[config.mk]
export PLATFORM = sky130hd
export DESIGN_NAME = evg_event_arbiter_flat
export DESIGN_NICKNAME = d
export VERILOG_FILES = /design/src/rtl/evg_event_arbiter_if.sv /design/src/rtl/evg_event_arbiter.sv /design/src/flat_wrapper.sv
export SDC_FILE = /design/constraint.sdc
export NUM_CORES = 1
export LEC_CHECK = 0
export ABC_AREA = 1
export BUFFER_PORTS_ARGS = -buffer_cell sky130_fd_sc_hd__buf_2
export CORE_UTILIZATION = 45
export DETAILED_ROUTE_END_ITERATION = 6
export MAX_ROUTING_LAYER = met4
export PLACE_DENSITY = 0.79
export SKIP_CTS_REPAIR_TIMING = 1
export SYNTH_ARGS = -nofsm -noshare
export SYNTH_HDL_FRONTEND = slang
export SYNTH_SLANG_ARGS = --single-unit
[constraint.sdc]
create_clock -name evgTxClk -period 1.6 [get_ports evgTxClk]
set_clock_uncertainty 0.05 [all_clocks]
set_input_delay 0.32 -clock evgTxClk [delete_from_list [all_inputs] [get_ports evgTxClk]]
set_output_delay 0.32 -clock evgTxClk [all_outputs]
set_load 0.02 [all_outputs]
[src/rtl/evg_event_arbiter_if.sv]
// evg_event_arbiter_if: request/response bundle between the event sources and the event arbiter.
// Ports (signals): slotStrobe, heartbeatEnable, statClear (to arbiter);
//   seq/hw/sw EventTDATA/TVALID (to arbiter), EventTREADY (from arbiter);
//   evgTxCode, evgTxCodeValid, statSeq/statHw/statSw/statHeartbeat (from arbiter).
// Modports: master = sources/transmitter side, slave = arbiter side.
interface evg_event_arbiter_if #(
    parameter int EVENTCODE_WIDTH = 8
);
    logic                       slotStrobe;
    logic                       heartbeatEnable;
    logic [EVENTCODE_WIDTH-1:0] seqEventTDATA;
    logic                       seqEventTVALID;
    logic                       seqEventTREADY;
    logic [EVENTCODE_WIDTH-1:0] hwEventTDATA;
    logic                       hwEventTVALID;
    logic                       hwEventTREADY;
    logic [EVENTCODE_WIDTH-1:0] swEventTDATA;
    logic                       swEventTVALID;
    logic                       swEventTREADY;
    logic [EVENTCODE_WIDTH-1:0] evgTxCode;
    logic                       evgTxCodeValid;
    logic                       statClear;
    logic [15:0]                statSeq;
    logic [15:0]                statHw;
    logic [15:0]                statSw;
    logic [15:0]                statHeartbeat;

    modport master (
        output slotStrobe, heartbeatEnable, statClear,
        output seqEventTDATA, seqEventTVALID, hwEventTDATA, hwEventTVALID, swEventTDATA, swEventTVALID,
        input  seqEventTREADY, hwEventTREADY, swEventTREADY,
        input  evgTxCode, evgTxCodeValid, statSeq, statHw, statSw, statHeartbeat
    );

    modport slave (
        input  slotStrobe, heartbeatEnable, statClear,
        input  seqEventTDATA, seqEventTVALID, hwEventTDATA, hwEventTVALID, swEventTDATA, swEventTVALID,
        output seqEventTREADY, hwEventTREADY, swEventTREADY,
        output evgTxCode, evgTxCodeValid, statSeq, statHw, statSw, statHeartbeat
    );
endinterface

[src/rtl/evg_event_arbiter.sv]
// evg_event_arbiter: fixed-priority merge of heartbeat/seq/hw/sw event codes into one registered tx code stream.
// Ports: evgTxClk (transmit clock), evgTxResetN (async active-low reset),
//   bus (evg_event_arbiter_if.slave): slot strobe, heartbeat enable, three valid/ready request
//   streams, registered evgTxCode/evgTxCodeValid, statistics counters and their clear.
// Build option: define EVG_EVENT_ARBITER_STATS_EN to include the saturating per-source counters;
//   otherwise the stat outputs are tied to 0 and statClear is ignored.
module evg_event_arbiter #(
    parameter int                         EVENTCODE_WIDTH    = 8,
    parameter logic [EVENTCODE_WIDTH-1:0] HEARTBEAT_CODE     = 8'h7A,
    parameter int                         HEARTBEAT_INTERVAL = 125000
) (
    input  logic                  evgTxClk,
    input  logic                  evgTxResetN,
    evg_event_arbiter_if.slave    bus
);
    localparam int CW = $clog2(HEARTBEAT_INTERVAL);
    localparam logic [CW-1:0] TERM = CW'(HEARTBEAT_INTERVAL - 1);

    logic [CW-1:0]              slotCnt;
    logic                       hbPending;
    logic [EVENTCODE_WIDTH-1:0] codeR;
    logic                       validR;
    logic                       slotActive;
    logic                       hbGrant;
    logic [EVENTCODE_WIDTH-1:0] grantCode;

    // Readies are masked during reset so no transfer can be seen while state is being cleared.
    assign slotActive = bus.slotStrobe & evgTxResetN;
    assign hbGrant    = slotActive & hbPending;
    assign bus.seqEventTREADY = slotActive & bus.seqEventTVALID & ~hbPending;
    assign bus.hwEventTREADY  = slotActive & bus.hwEventTVALID & ~hbPending & ~bus.seqEventTVALID;
    assign bus.swEventTREADY  = slotActive & bus.swEventTVALID & ~hbPending & ~bus.seqEventTVALID & ~bus.hwEventTVALID;

    always_comb
        grantCode = hbPending           ? HEARTBEAT_CODE    :
                    bus.seqEventTVALID  ? bus.seqEventTDATA :
                    bus.hwEventTVALID   ? bus.hwEventTDATA  :
                    bus.swEventTVALID   ? bus.swEventTDATA  : '0;

    // A pending heartbeat is always granted on the next slot, so hbPending simply
    // tracks whether the slot just processed was the terminal count.
    always_ff @(posedge evgTxClk or negedge evgTxResetN)
        if (!evgTxResetN) begin
            slotCnt   <= '0;
            hbPending <= 1'b0;
            codeR     <= '0;
            validR    <= 1'b0;
        end else begin
            if (!bus.heartbeatEnable) begin
                slotCnt   <= '0;
                hbPending <= 1'b0;
            end else if (bus.slotStrobe) begin
                slotCnt   <= (slotCnt == TERM) ? '0 : slotCnt + CW'(1);
                hbPending <= (slotCnt == TERM);
            end
            codeR  <= bus.slotStrobe ? grantCode : codeR;
            validR <= bus.slotStrobe & (|grantCode);
        end

    assign bus.evgTxCode      = codeR;
    assign bus.evgTxCodeValid = validR;

`ifdef EVG_EVENT_ARBITER_STATS_EN
    logic [3:0][15:0] statR;
    logic [3:0]       statInc;

    assign statInc = {hbGrant,
                      bus.swEventTREADY  & (|bus.swEventTDATA),
                      bus.hwEventTREADY  & (|bus.hwEventTDATA),
                      bus.seqEventTREADY & (|bus.seqEventTDATA)};

    always_ff @(posedge evgTxClk or negedge evgTxResetN)
        if (!evgTxResetN)
            statR <= '0;
        else
            for (int i = 0; i < 4; i++)
                statR[i] <= bus.statClear ? 16'h0 :
                            (statInc[i] && statR[i] != 16'hFFFF) ? statR[i] + 16'h1 : statR[i];

    assign bus.statSeq       = statR[0];
    assign bus.statHw        = statR[1];
    assign bus.statSw        = statR[2];
    assign bus.statHeartbeat = statR[3];
`else
    assign bus.statSeq       = 16'h0;
    assign bus.statHw        = 16'h0;
    assign bus.statSw        = 16'h0;
    assign bus.statHeartbeat = 16'h0;
`endif
endmodule

[src/flat_wrapper.sv]
// flat-port wrapper written by rule: the top's interface ports become plain ports
module evg_event_arbiter_flat 
#(
    parameter int                         EVENTCODE_WIDTH    = 8,
    parameter logic [EVENTCODE_WIDTH-1:0] HEARTBEAT_CODE     = 8'h7A,
    parameter int                         HEARTBEAT_INTERVAL = 125000
)
  (evgTxClk, evgTxResetN, bus_slotStrobe, bus_heartbeatEnable, bus_statClear, bus_seqEventTDATA, bus_seqEventTVALID, bus_hwEventTDATA, bus_hwEventTVALID, bus_swEventTDATA, bus_swEventTVALID, bus_seqEventTREADY, bus_hwEventTREADY, bus_swEventTREADY, bus_evgTxCode, bus_evgTxCodeValid, bus_statSeq, bus_statHw, bus_statSw, bus_statHeartbeat);
  evg_event_arbiter_if #(.EVENTCODE_WIDTH(EVENTCODE_WIDTH)) bus_i ();
  input  logic evgTxClk;
  input  logic evgTxResetN;
  input wire logic [$bits(bus_i.slotStrobe)-1:0] bus_slotStrobe;
  input wire logic [$bits(bus_i.heartbeatEnable)-1:0] bus_heartbeatEnable;
  input wire logic [$bits(bus_i.statClear)-1:0] bus_statClear;
  input wire logic [$bits(bus_i.seqEventTDATA)-1:0] bus_seqEventTDATA;
  input wire logic [$bits(bus_i.seqEventTVALID)-1:0] bus_seqEventTVALID;
  input wire logic [$bits(bus_i.hwEventTDATA)-1:0] bus_hwEventTDATA;
  input wire logic [$bits(bus_i.hwEventTVALID)-1:0] bus_hwEventTVALID;
  input wire logic [$bits(bus_i.swEventTDATA)-1:0] bus_swEventTDATA;
  input wire logic [$bits(bus_i.swEventTVALID)-1:0] bus_swEventTVALID;
  output wire logic [$bits(bus_i.seqEventTREADY)-1:0] bus_seqEventTREADY;
  output wire logic [$bits(bus_i.hwEventTREADY)-1:0] bus_hwEventTREADY;
  output wire logic [$bits(bus_i.swEventTREADY)-1:0] bus_swEventTREADY;
  output wire logic [$bits(bus_i.evgTxCode)-1:0] bus_evgTxCode;
  output wire logic [$bits(bus_i.evgTxCodeValid)-1:0] bus_evgTxCodeValid;
  output wire logic [$bits(bus_i.statSeq)-1:0] bus_statSeq;
  output wire logic [$bits(bus_i.statHw)-1:0] bus_statHw;
  output wire logic [$bits(bus_i.statSw)-1:0] bus_statSw;
  output wire logic [$bits(bus_i.statHeartbeat)-1:0] bus_statHeartbeat;
  assign bus_i.slotStrobe = bus_slotStrobe;
  assign bus_i.heartbeatEnable = bus_heartbeatEnable;
  assign bus_i.statClear = bus_statClear;
  assign bus_i.seqEventTDATA = bus_seqEventTDATA;
  assign bus_i.seqEventTVALID = bus_seqEventTVALID;
  assign bus_i.hwEventTDATA = bus_hwEventTDATA;
  assign bus_i.hwEventTVALID = bus_hwEventTVALID;
  assign bus_i.swEventTDATA = bus_swEventTDATA;
  assign bus_i.swEventTVALID = bus_swEventTVALID;
  assign bus_seqEventTREADY = bus_i.seqEventTREADY;
  assign bus_hwEventTREADY = bus_i.hwEventTREADY;
  assign bus_swEventTREADY = bus_i.swEventTREADY;
  assign bus_evgTxCode = bus_i.evgTxCode;
  assign bus_evgTxCodeValid = bus_i.evgTxCodeValid;
  assign bus_statSeq = bus_i.statSeq;
  assign bus_statHw = bus_i.statHw;
  assign bus_statSw = bus_i.statSw;
  assign bus_statHeartbeat = bus_i.statHeartbeat;
  evg_event_arbiter #(.EVENTCODE_WIDTH(EVENTCODE_WIDTH), .HEARTBEAT_CODE(HEARTBEAT_CODE), .HEARTBEAT_INTERVAL(HEARTBEAT_INTERVAL)) u_core (.evgTxClk(evgTxClk), .evgTxResetN(evgTxResetN), .bus(bus_i));
endmodule
Word level (Yosys, flattened, before mapping)
Cells that the tools add are included.
{ "word_totals": {"ff_bits": 27, "input_bits": 32, "elab_cells": 31} }
{ "op_classes": {"addsub": 1, "n_eq_ne": 2, "muxes": 9, "bitwise_logic": 14, "reduce_logical": 1} }
{ "ops": {"columns": ["op", "n"], "rows": [
  ["17-bit 2-to-1 mux", 3],
  ["8-bit 2-to-1 mux", 4],
  ["17-bit by 1-bit adder with 17-bit output, second input constant", 1],
  ["17-bit equality test, second input constant", 1],
  ["1-bit bitwise AND", 11],
  ["8-bit OR reduction", 1],
  ["1-bit inverter", 3],
  ["1-bit 2-to-1 mux", 2],
  ["2-bit != test, second input constant", 1]
]} }

Logic depth before layout (Yosys ltp)
{ "logic_depth": {"depth_word": 6, "depth_mapped": 10, "mapped_depth_nobuf": 10} }

Worst setup path after synthesis
OpenSTA, ideal clock, no wires.
{ "synth_path": {"path_type": "reg-to-output", "from": "register u_core.hbPending", "to": "output bus_swEventTREADY", "arrival_time_ns": 1.412, "t_required_ns": 1.230, "path_slack_ns": -0.182, "stages_incl_launch_ff": 4, "path_buffers": 0, "path_cell_list": "dfrtp_1 > nor2_2 > inv_1 > nor4b_1"} }
{ "synth_between": {"elab_chain_len": 4} }
{ "synth_lines": {"columns": ["element", "line_no", "source"], "rows": [
  ["start: declaration", "evg_event_arbiter.sv:20", "logic hbPending;"],
  ["start signal: assignment", "evg_event_arbiter.sv:54", "hbPending <= (slotCnt == TERM);"],
  ["1-bit inverter", "evg_event_arbiter.sv:32", "assign bus.swEventTREADY = slotActive & bus.swEventTVALID & ~hbPending & ~bus.seqEventTVALID & ~bus.hwEventTVA ..."],
  ["1-bit bitwise AND (3 in a row)", "evg_event_arbiter.sv:32", null],
  ["end: declaration", "flat_wrapper.sv:23", "output wire logic [$bits(bus_i.swEventTREADY)-1:0] bus_swEventTREADY;"]
]} }
Every way passes these cells.

Worst setup path after layout
Same ends and word-level chain as after synthesis.

==> metrics.md <==
| Metric | Value |
|---|---|
| Critical path class | reg -> out |
| # rows | 25 |
| Max-cap check violation count | 0 |
| Layout cells sized above 1 | 24.2% |
| Fin crit share | 103% |
| Peak VDD IR | 0.000269 V |
| Setup Viol. Count Final | 2 |
| # DRC | 0 |
| Die area | 5180 sq um |
| Register area | 677 sq um |
| GP Congestion | 0.895 |
| Global-route wire length before repair | 7380 um |
| Port bufs | 42 |
| WP data arrival | 1280 ps |
| H-Tree Depth | 1 |
| Drt initial violations | 185 |
| Routed WL | 4430 um |
| # placed instances | 424 |
| Synth cell types | 32 |
| Worst hold path class | in -> async |
| Failing checks | negative setup slack |
| Tmin final | 1650 ps |
| R2r endpoint | u_core.slotCnt[16] |
| Leakage power | 1.29 nW |
| Die Wd | 72.0 um |
| Crit end category | output port |
| Crit start category | flip-flop |
| Routed wire per std cell | 10.3 um |
| Cell area after synthesis | 2200 sq um |
| Max-slew violations | 0 |
| Setup WS post-layout | -53.0 ps |
| Worst hold slack | 35.7 ps |
| Root Driver | clkbuf_8 |
| Total global-route track usage | 18.4% |
| R2R Setup Slk | 70 ps |
| Number of antenna violations at the first check in global routing | 0 |
| DRT Pass-1 Iters | 4 |
| Routed vias | 1919 |
| Clock share of power | 23.5% |
| Clock slew seen by the registers of the worst setup and hold paths | 90 ps |
| Gr ovfl total | 0 |
| #FFs+latches synth | 27 |
| Util after Layout | 51.2% |
| Int Pwr | 1.05 mW |
| Status | finished with violations |
| Worst-path fanout max | 3 |
| Synth warnings | 0 |
| Sw frac | 35.1% |
| I/O Pins | 108 |
| Pin count of the biggest net entering global routing | 28 |
| ANT nets after route | 0 |
| Syn Area/Cell | 7.10 sq um |
| Number of CTS-inserted buffers | 3 |
| Core area | 4720 sq um |
| Reg power frac | 47.0% |
| Unrepaired setup endpoints after global routing | true |
| Most common cell after layout, fill and taps aside | nand2_1 |
| CTS tree | yes |
| Seq/Total Area, Yosys | 30.7% |
| Final Hold Viols | 0 |
| Post-synth EDFFs | 0 |
| P per Cell Area | 671 nW/um^2 |
| P&R area growth vs syn | 9.89% |
| Mapped Cells | 310 |
| Reg-to-Reg Start | u_core.slotCnt[1] |
| Most frequent cells in the layout | nand2_1 (75), conb_1 (64), buf_2 (41) |
| Fillers | 449 |
| Part of the power in combinational logic | 29.5% |
| Vias per inst | 4.45 |
| FF-to-FF path depth | 10 |
| Clk sink count | 27 |
| Final cell count without fillers | 431 |
| F_max | 605 MHz |
| Hpwl dp | 3550 um |
| Latest clock arrival within the worst-skew pair | 270 ps |
| Die Y | 72.0 um |
| Async SR Flop Fraction | 100% |
| Max Root-Sink Buffers | 2 |
| Worst Setup EP | bus_swEventTREADY |
| Vias in the first global route | 1722 |
| Starting Density | 46.6% |
| CP Launch Point | u_core.hbPending |
| Main synth FF type | dfrtp_1 |
| # diodes | 0 |
| Multi-input logic area | 1200 sq um |
| Psw | 570 uW |
| Nets | 398 |
| Critical path data required time | 1230 ps |
## through the flow
step	TNS, ps	power, mW	area, sq um	worst slack, ps
after global routing	-301	1.72	2420	-121
final	-105	1.62	2420	-53.0
after global placement	0	1.22	2320	87.3
after detailed placement	0	1.23	2320	51.5
after CTS	-150	1.61	2360	-102
after floorplan	0	1.19	2440	80.8
## worst max-delay path, cell delays in order, from the launching register on
cell     delay (ps)
dfrtp_2         440
nor2_4          100
inv_2            60
nor4b_4         240
buf_4           180
## power by group through the flow
stage	clock network (mW)	registers [mW]	logic [mW]
final	0.382	0.762	0.479
after floorplan	0	0.806	0.386
after detailed placement	0	0.768	0.459
after CTS	0.394	0.755	0.461
after global placement	0	0.766	0.449
after global routing	0.425	0.769	0.529
## flip-flops by register name (all words and copies together) (netlist names)
register	cells
u_core.bus.evgTxCode	8
u_core.bus.evgTxCodeValid	1
u_core.hbPending	1
u_core.slotCnt	17
## area by class of cell
class / instances / share of cell area, %
clock buffer: 4 / 1.86
sequential: 27 / 28.0
tap: 67 / 3.46
inverter: 26 / 4.03
multi-input combinational: 252 / 49.7
timing repair buffer: 55 / 13.0
## Yosys cell counts, drive strengths merged, types with 2 or more instances
cell    number  area share (%)
nand2       82              15
buf         66              22
nor2        34             7.6
nand3       29             6.8
dfrtp       27              31
inv         26             4.4
o21ai       13             3.5
a21oi        8             1.8
nor3         6             1.8
nand4        5             1.4
clkbuf       2            0.34
xor2         2            0.80
## worst min-delay path by stage
stage | from | endpoint | slack (ps)
6_report | evgTxResetN | u_core.slotCnt[10] | 40
3_3_place_gp | evgTxResetN | u_core.slotCnt[6] | 350
3_5_place_dp | evgTxResetN | u_core.slotCnt[10] | 350
2_1_floorplan | evgTxResetN | u_core.bus.evgTxCodeValid | -30
4_1_cts | evgTxResetN | u_core.slotCnt[10] | 50
5_1_grt | evgTxResetN | u_core.slotCnt[7] | 50
## kinds of logic (layout without fill, tap and decap cells)
group	after synthesis	in the layout	share of synthesized area (%)
fa+ha+maj	1	1	0.568
buf+inv	94	85	27.0
compound gates	26	26	6.88
simple gates	158	158	33.5
other cells	1	64	0.170
flops	27	27	30.7
xor+xnor	3	3	1.19
## per-layer routing
layer / track usage (%) / routed length (um)
met2: 31.7 / 2300
met1: 23.1 / 1910
met4: 5.45 / 57
met5: - / 0
met3: 1.94 / 161
Power figures use the tool's default switching activity.
